### src/rtl/wide_arith_seq.sv
// Multi-limb arithmetic/logic sequencer: drives an external N-bit ALU one limb per
// cycle, chaining carry/borrow and accumulating a wide zero flag.
module wide_arith_seq #(
    parameter int unsigned N     = 32,
    parameter int unsigned LIMBS = 4
) (
    input  logic                 clk,
    input  logic                 rst,
    input  logic                 start,
    input  logic [2:0]           op,
    input  logic [N*LIMBS-1:0]   op_a,
    input  logic [N*LIMBS-1:0]   op_b,
    output logic                 busy,
    output logic                 done,
    output logic [N*LIMBS-1:0]   result,
    output logic [3:0]           status,
    output logic [N-1:0]         alu_a,
    output logic [N-1:0]         alu_b,
    output logic                 alu_carry_in,
    output logic [3:0]           alu_exe_cmd,
    input  logic [N-1:0]         alu_out,
    input  logic [3:0]           alu_status
);

    localparam int unsigned IDXW = (LIMBS > 1) ? $clog2(LIMBS) : 1;

    typedef enum logic [1:0] {
        IDLE = 2'd0,
        RUN  = 2'd1,
        DONE = 2'd2
    } state_t;

    state_t                   state;
    state_t                   stateNext;
    logic [IDXW-1:0]          limbIdx;
    logic [LIMBS-1:0][N-1:0]  latA;
    logic [LIMBS-1:0][N-1:0]  latB;
    logic [2:0]               latOp;
    logic                     carry;
    logic                     zeroAcc;
    logic [LIMBS-1:0][N-1:0]  resultQ;
    logic [3:0]               statusQ;
    logic                     lastLimb;
    logic                     firstLimb;
    logic                     zeroNext;
    logic                     unusedAluFlags;

    assign lastLimb       = (limbIdx == IDXW'(LIMBS - 1));
    assign firstLimb      = (limbIdx == '0);
    assign zeroNext       = zeroAcc & (alu_out == '0);
    assign unusedAluFlags = &{1'b0, alu_status[3:2]};
    assign result         = resultQ;
    assign status         = statusQ;

    // State register
    always_ff @(posedge clk) begin
        if (rst) begin
            state <= IDLE;
        end else begin
            state <= stateNext;
        end
    end

    // Next-state logic
    always_comb begin
        stateNext = state;
        case (state)
            IDLE:    if (start) stateNext = RUN;
            RUN:     if (lastLimb) stateNext = DONE;
            DONE:    stateNext = IDLE;
            default: stateNext = IDLE;
        endcase
    end

    // ALU drive and handshake outputs
    always_comb begin
        busy         = (state == RUN) || (state == DONE);
        done         = (state == DONE);
        alu_a        = '0;
        alu_b        = '0;
        alu_carry_in = 1'b0;
        alu_exe_cmd  = 4'b0000;
        if (state == RUN) begin
            alu_a = latA[limbIdx];
            alu_b = latB[limbIdx];
            case (latOp)
                3'b000: begin
                    alu_exe_cmd  = firstLimb ? 4'b0010 : 4'b0011;
                    alu_carry_in = firstLimb ? 1'b0 : carry;
                end
                3'b001: begin
                    // ALU C is a borrow on subtract; SBC subtracts ~carryIn
                    alu_exe_cmd  = firstLimb ? 4'b0100 : 4'b0101;
                    alu_carry_in = firstLimb ? 1'b0 : ~carry;
                end
                3'b010:  alu_exe_cmd = 4'b0110;
                3'b011:  alu_exe_cmd = 4'b0111;
                3'b100:  alu_exe_cmd = 4'b1000;
                default: alu_exe_cmd = 4'b0000;
            endcase
        end
    end

    // Operand latch, limb sequencing and result/status capture
    always_ff @(posedge clk) begin
        if (rst) begin
            limbIdx <= '0;
            latA    <= '0;
            latB    <= '0;
            latOp   <= '0;
            carry   <= 1'b0;
            zeroAcc <= 1'b1;
            resultQ <= '0;
            statusQ <= '0;
        end else begin
            case (state)
                IDLE: begin
                    if (start) begin
                        latA    <= op_a;
                        latB    <= op_b;
                        latOp   <= op;
                        limbIdx <= '0;
                        carry   <= 1'b0;
                        zeroAcc <= 1'b1;
                    end
                end
                RUN: begin
                    resultQ[limbIdx] <= alu_out;
                    zeroAcc          <= zeroNext;
                    carry            <= alu_status[1];
                    limbIdx          <= limbIdx + IDXW'(1);
                    if (lastLimb) begin
                        statusQ <= {alu_out[N-1], zeroNext, alu_status[1], alu_status[0]};
                    end
                end
                default: ;
            endcase
        end
    end

endmodule

### config.mk
export PLATFORM = sky130hd
export DESIGN_NAME = wide_arith_seq
export DESIGN_NICKNAME = d
export VERILOG_FILES = /design/src/rtl/wide_arith_seq.sv
export SDC_FILE = /design/constraint.sdc
export NUM_CORES = 1
export LEC_CHECK = 0
export CORE_MARGIN = 2
export CORE_UTILIZATION = 44
export CTS_BUF_LIST = sky130_fd_sc_hd__clkbuf_8
export DETAILED_ROUTE_END_ITERATION = 8
export PLACE_DENSITY = 0.83
export RECOVER_POWER = 50
export SLEW_MARGIN = 0
export SYNTH_ARGS = -nofsm -noshare
export SYNTH_HDL_FRONTEND = slang
export SYNTH_SLANG_ARGS = --single-unit
### constraint.sdc
create_clock -name clk -period 2.4 [get_ports clk]
set_clock_uncertainty 0.15 [all_clocks]
set_input_delay 0.72 -clock clk [delete_from_list [all_inputs] [get_ports clk]]
set_output_delay 0.72 -clock clk [all_outputs]
set_load 0.05 [all_outputs]
==> metrics.txt <==
reg2reg path depth=7; Arrival @ worst endpoint=2.09 ns; Min-Delay Endpoint=result[24]; share of layout cells above drive strength 1=18.9%; Worst-path clk slew=0.06 ns; average wire per standard cell=18.2 µm; Die X=194 µm; max_slew headroom=42.9%; asr flop ratio synth=0%; grt total ovfl=0; Primary FF master, synth=dfxtp_1; H-tree depth=3; Clock Sinks=396; first-pass GRT wire length=82,400 µm; Final Hold Viols=0; worst hold-check path type=reg -> reg; placed insts=2,828; most frequent cell after synthesis=nand2_1; clock buffer depth=3; Vias=15.7k; max-cap check violation count=0; hold_sp=result[24]; crit share post-route=123%; syn avg cell area=8.27 µm²; fin. max-slew vios=0; Num CTS Buffers=67; initial core utilization=44.6%; Ports=501; Netlist cell types=32; Syn-to-layout area delta=48.3%; CP startpoint kind=flip-flop; setup_tns=-42.65 ns; CTS tree=yes; outcome=complete, but fails checks; synth warn=0; synthesized netlist cell count=1,919; min Tclk post-route=2.96 ns; First DRT Iteration DRCs=941; PwrDens=947 nW/µm²; RR Startpoint=state[0]; largest net degree at the start of global routing=83; Peak VDD IR=0.000632 V; Critical Path Fanout Max=13; register bit total from synthesis=396; final setup margin=-0.559 ns; Nets=2,755; Port Buffers=498; Achievable Freq=338 MHz; leakage power=0.00937 µW; Post-synth EDFFs=0; Skew-Pair Late Insertion Delay=0.58 ns; Seq/Total Area, Yosys=49.9%; Tot GR Track Use=27.5%; top post-synthesis cells by count=nand2_1, dfxtp_1, a21oi_1; # rows=69; die area=37,600 µm²; worst hold path depth=2; # DRC=0; syn nets=2,227; initial antenna violation count=3; drt pass-1 iters=6; Die Ht=194 µm; R2R Setup Slk=-0.18 ns; reg2reg end=result[41]; vias in the first global route=15.7k; hold_ws=0.301 ns; pre-CTS WS=-0.230 ns; final WL=53,700 µm; Post-Layout Cell Count=2,957; setup violators final=255; Synth area leader=dfxtp_1; top-area cell type share of the netlist area=49.9%; DRT antenna net count=0; Via density=5.32; Synth area leaders=dfxtp_1, nand2_1, a21oi_1, mux4_2, and2_1; worst slew pin tran=0.856 ns; Mapped Area=15,900 µm²; failing checks=negative setup slack; HPWL Detailed=38,000 µm; Core Footprint=35,600 µm²; RSZ-0062 raised after global routing=true; critical path class=reg -> out; nature of the critical path endpoint=primary output; Final Util=66.2%; Worst EP required=1.53 ns; final RePlAce weighted congestion=0.927; cts hold-fix bufs=0; root buf cell=clkbuf_8
logic make-up (layout without fill, tap and decap cells):
kind of cell | count (synthesis) | after routing | synth area share (%)
buf+inv | 159 | 734 | 4.86
mux | 66 | 66 | 9.21
other cells | 0 | 2 | 0
compound gates | 402 | 402 | 12.8
flops | 396 | 396 | 49.9
simple gates | 886 | 886 | 22.4
fa+ha+maj | 10 | 10 | 0.788
worst max-delay path, stage by stage (launching register included):
cell and delay, ns:
dfxtp_4 0.44, buf_12 0.19, buf_4 0.20, mux4_2 0.31, and2_1 0.17, buf_4 0.18
placed cells by master (no fill, tap or decap), types with 18 or more instances in the layout:
| cell type | n |
|---|---|
| buf_12 | 33 |
| clkbuf_8 | 83 |
| dlygate4sd2_1 | 83 |
| mux4_2 | 64 |
| dfxtp_1 | 393 |
| a21oi_1 | 392 |
| buf_6 | 50 |
| and2_4 | 57 |
| inv_1 | 18 |
| buf_4 | 123 |
| nand2_1 | 783 |
| clkdlybuf4s50_1 | 294 |
how the worst max path moves through the flow:
| stage | start | end | slack (ns) | depth (start not counted) |
|---|---|---|---|---|
| after floorplan | state[1] | alu_exe_cmd[1] | -0.20 | 6 |
| after global placement | alu_out[4] | zeroAcc | -0.18 | 5 |
| after detailed placement | alu_out[4] | zeroAcc | -0.23 | 5 |
| after CTS | limbIdx[1] | alu_a[28] | -0.62 | 4 |
| after global routing | limbIdx[0] | alu_a[9] | -0.64 | 5 |
| final | limbIdx[0] | alu_a[4] | -0.56 | 5 |
power breakdown:
group / leakage [µW] / switching [µW] / internal [µW]
clock network: 0.000777 / 2750 / 3470
logic: 0.00536 / 4710 / 3250
registers: 0.00324 / 541 / 7570
total: 0.00937 / 8000 / 14300
cell type report:
| cell class | count | area, µm² |
|---|---|---|
| Tap cell | 461 | 577 |
| Clock buffer | 83 | 1140 |
| Timing Repair Buffer | 613 | 6180 |
| Fill cell | 2747 | 12000 |
| Inverter | 5 | 26.3 |
| Clock inverter | 33 | 244 |
| Sequential cell | 396 | 7940 |
| Antenna cell | 2 | 5.00 |
| Multi-Input combinational cell | 1364 | 7430 |
state kept, by name, summed over array words and instances (netlist names):
name,cells
zeroAcc,1
latB,128
status,3
state,2
carry,1
latA,128
latOp,3
limbIdx,2
result,128
routing by layer:
metal  vias to the layer above  GRT usage (%)  routed length (µm)
met3                       185           7.17                4550
met1                      7383           30.8               19800
li1                       7388              -                   -
met4                         2           16.0                3110
met5                         -              0                  10
met2                       763           47.3               26200
timing repair:
action | CTS | global route
buffers inserted | 6 | 4
pin swaps | 3 | 12
cloned | 1 | 1
endpoints found under the setup margin | 160 | 76
gates resized for setup | 209 | 30
per-stage QoR:
step	power, µW	cell area, µm²
CTS	22400	23500
finish	22300	23500
floorplan	12900	16000
global placement	15600	21800
global route	23300	23500
detailed placement	15800	21800
Note: power is estimated with default switching activity, not from simulation.
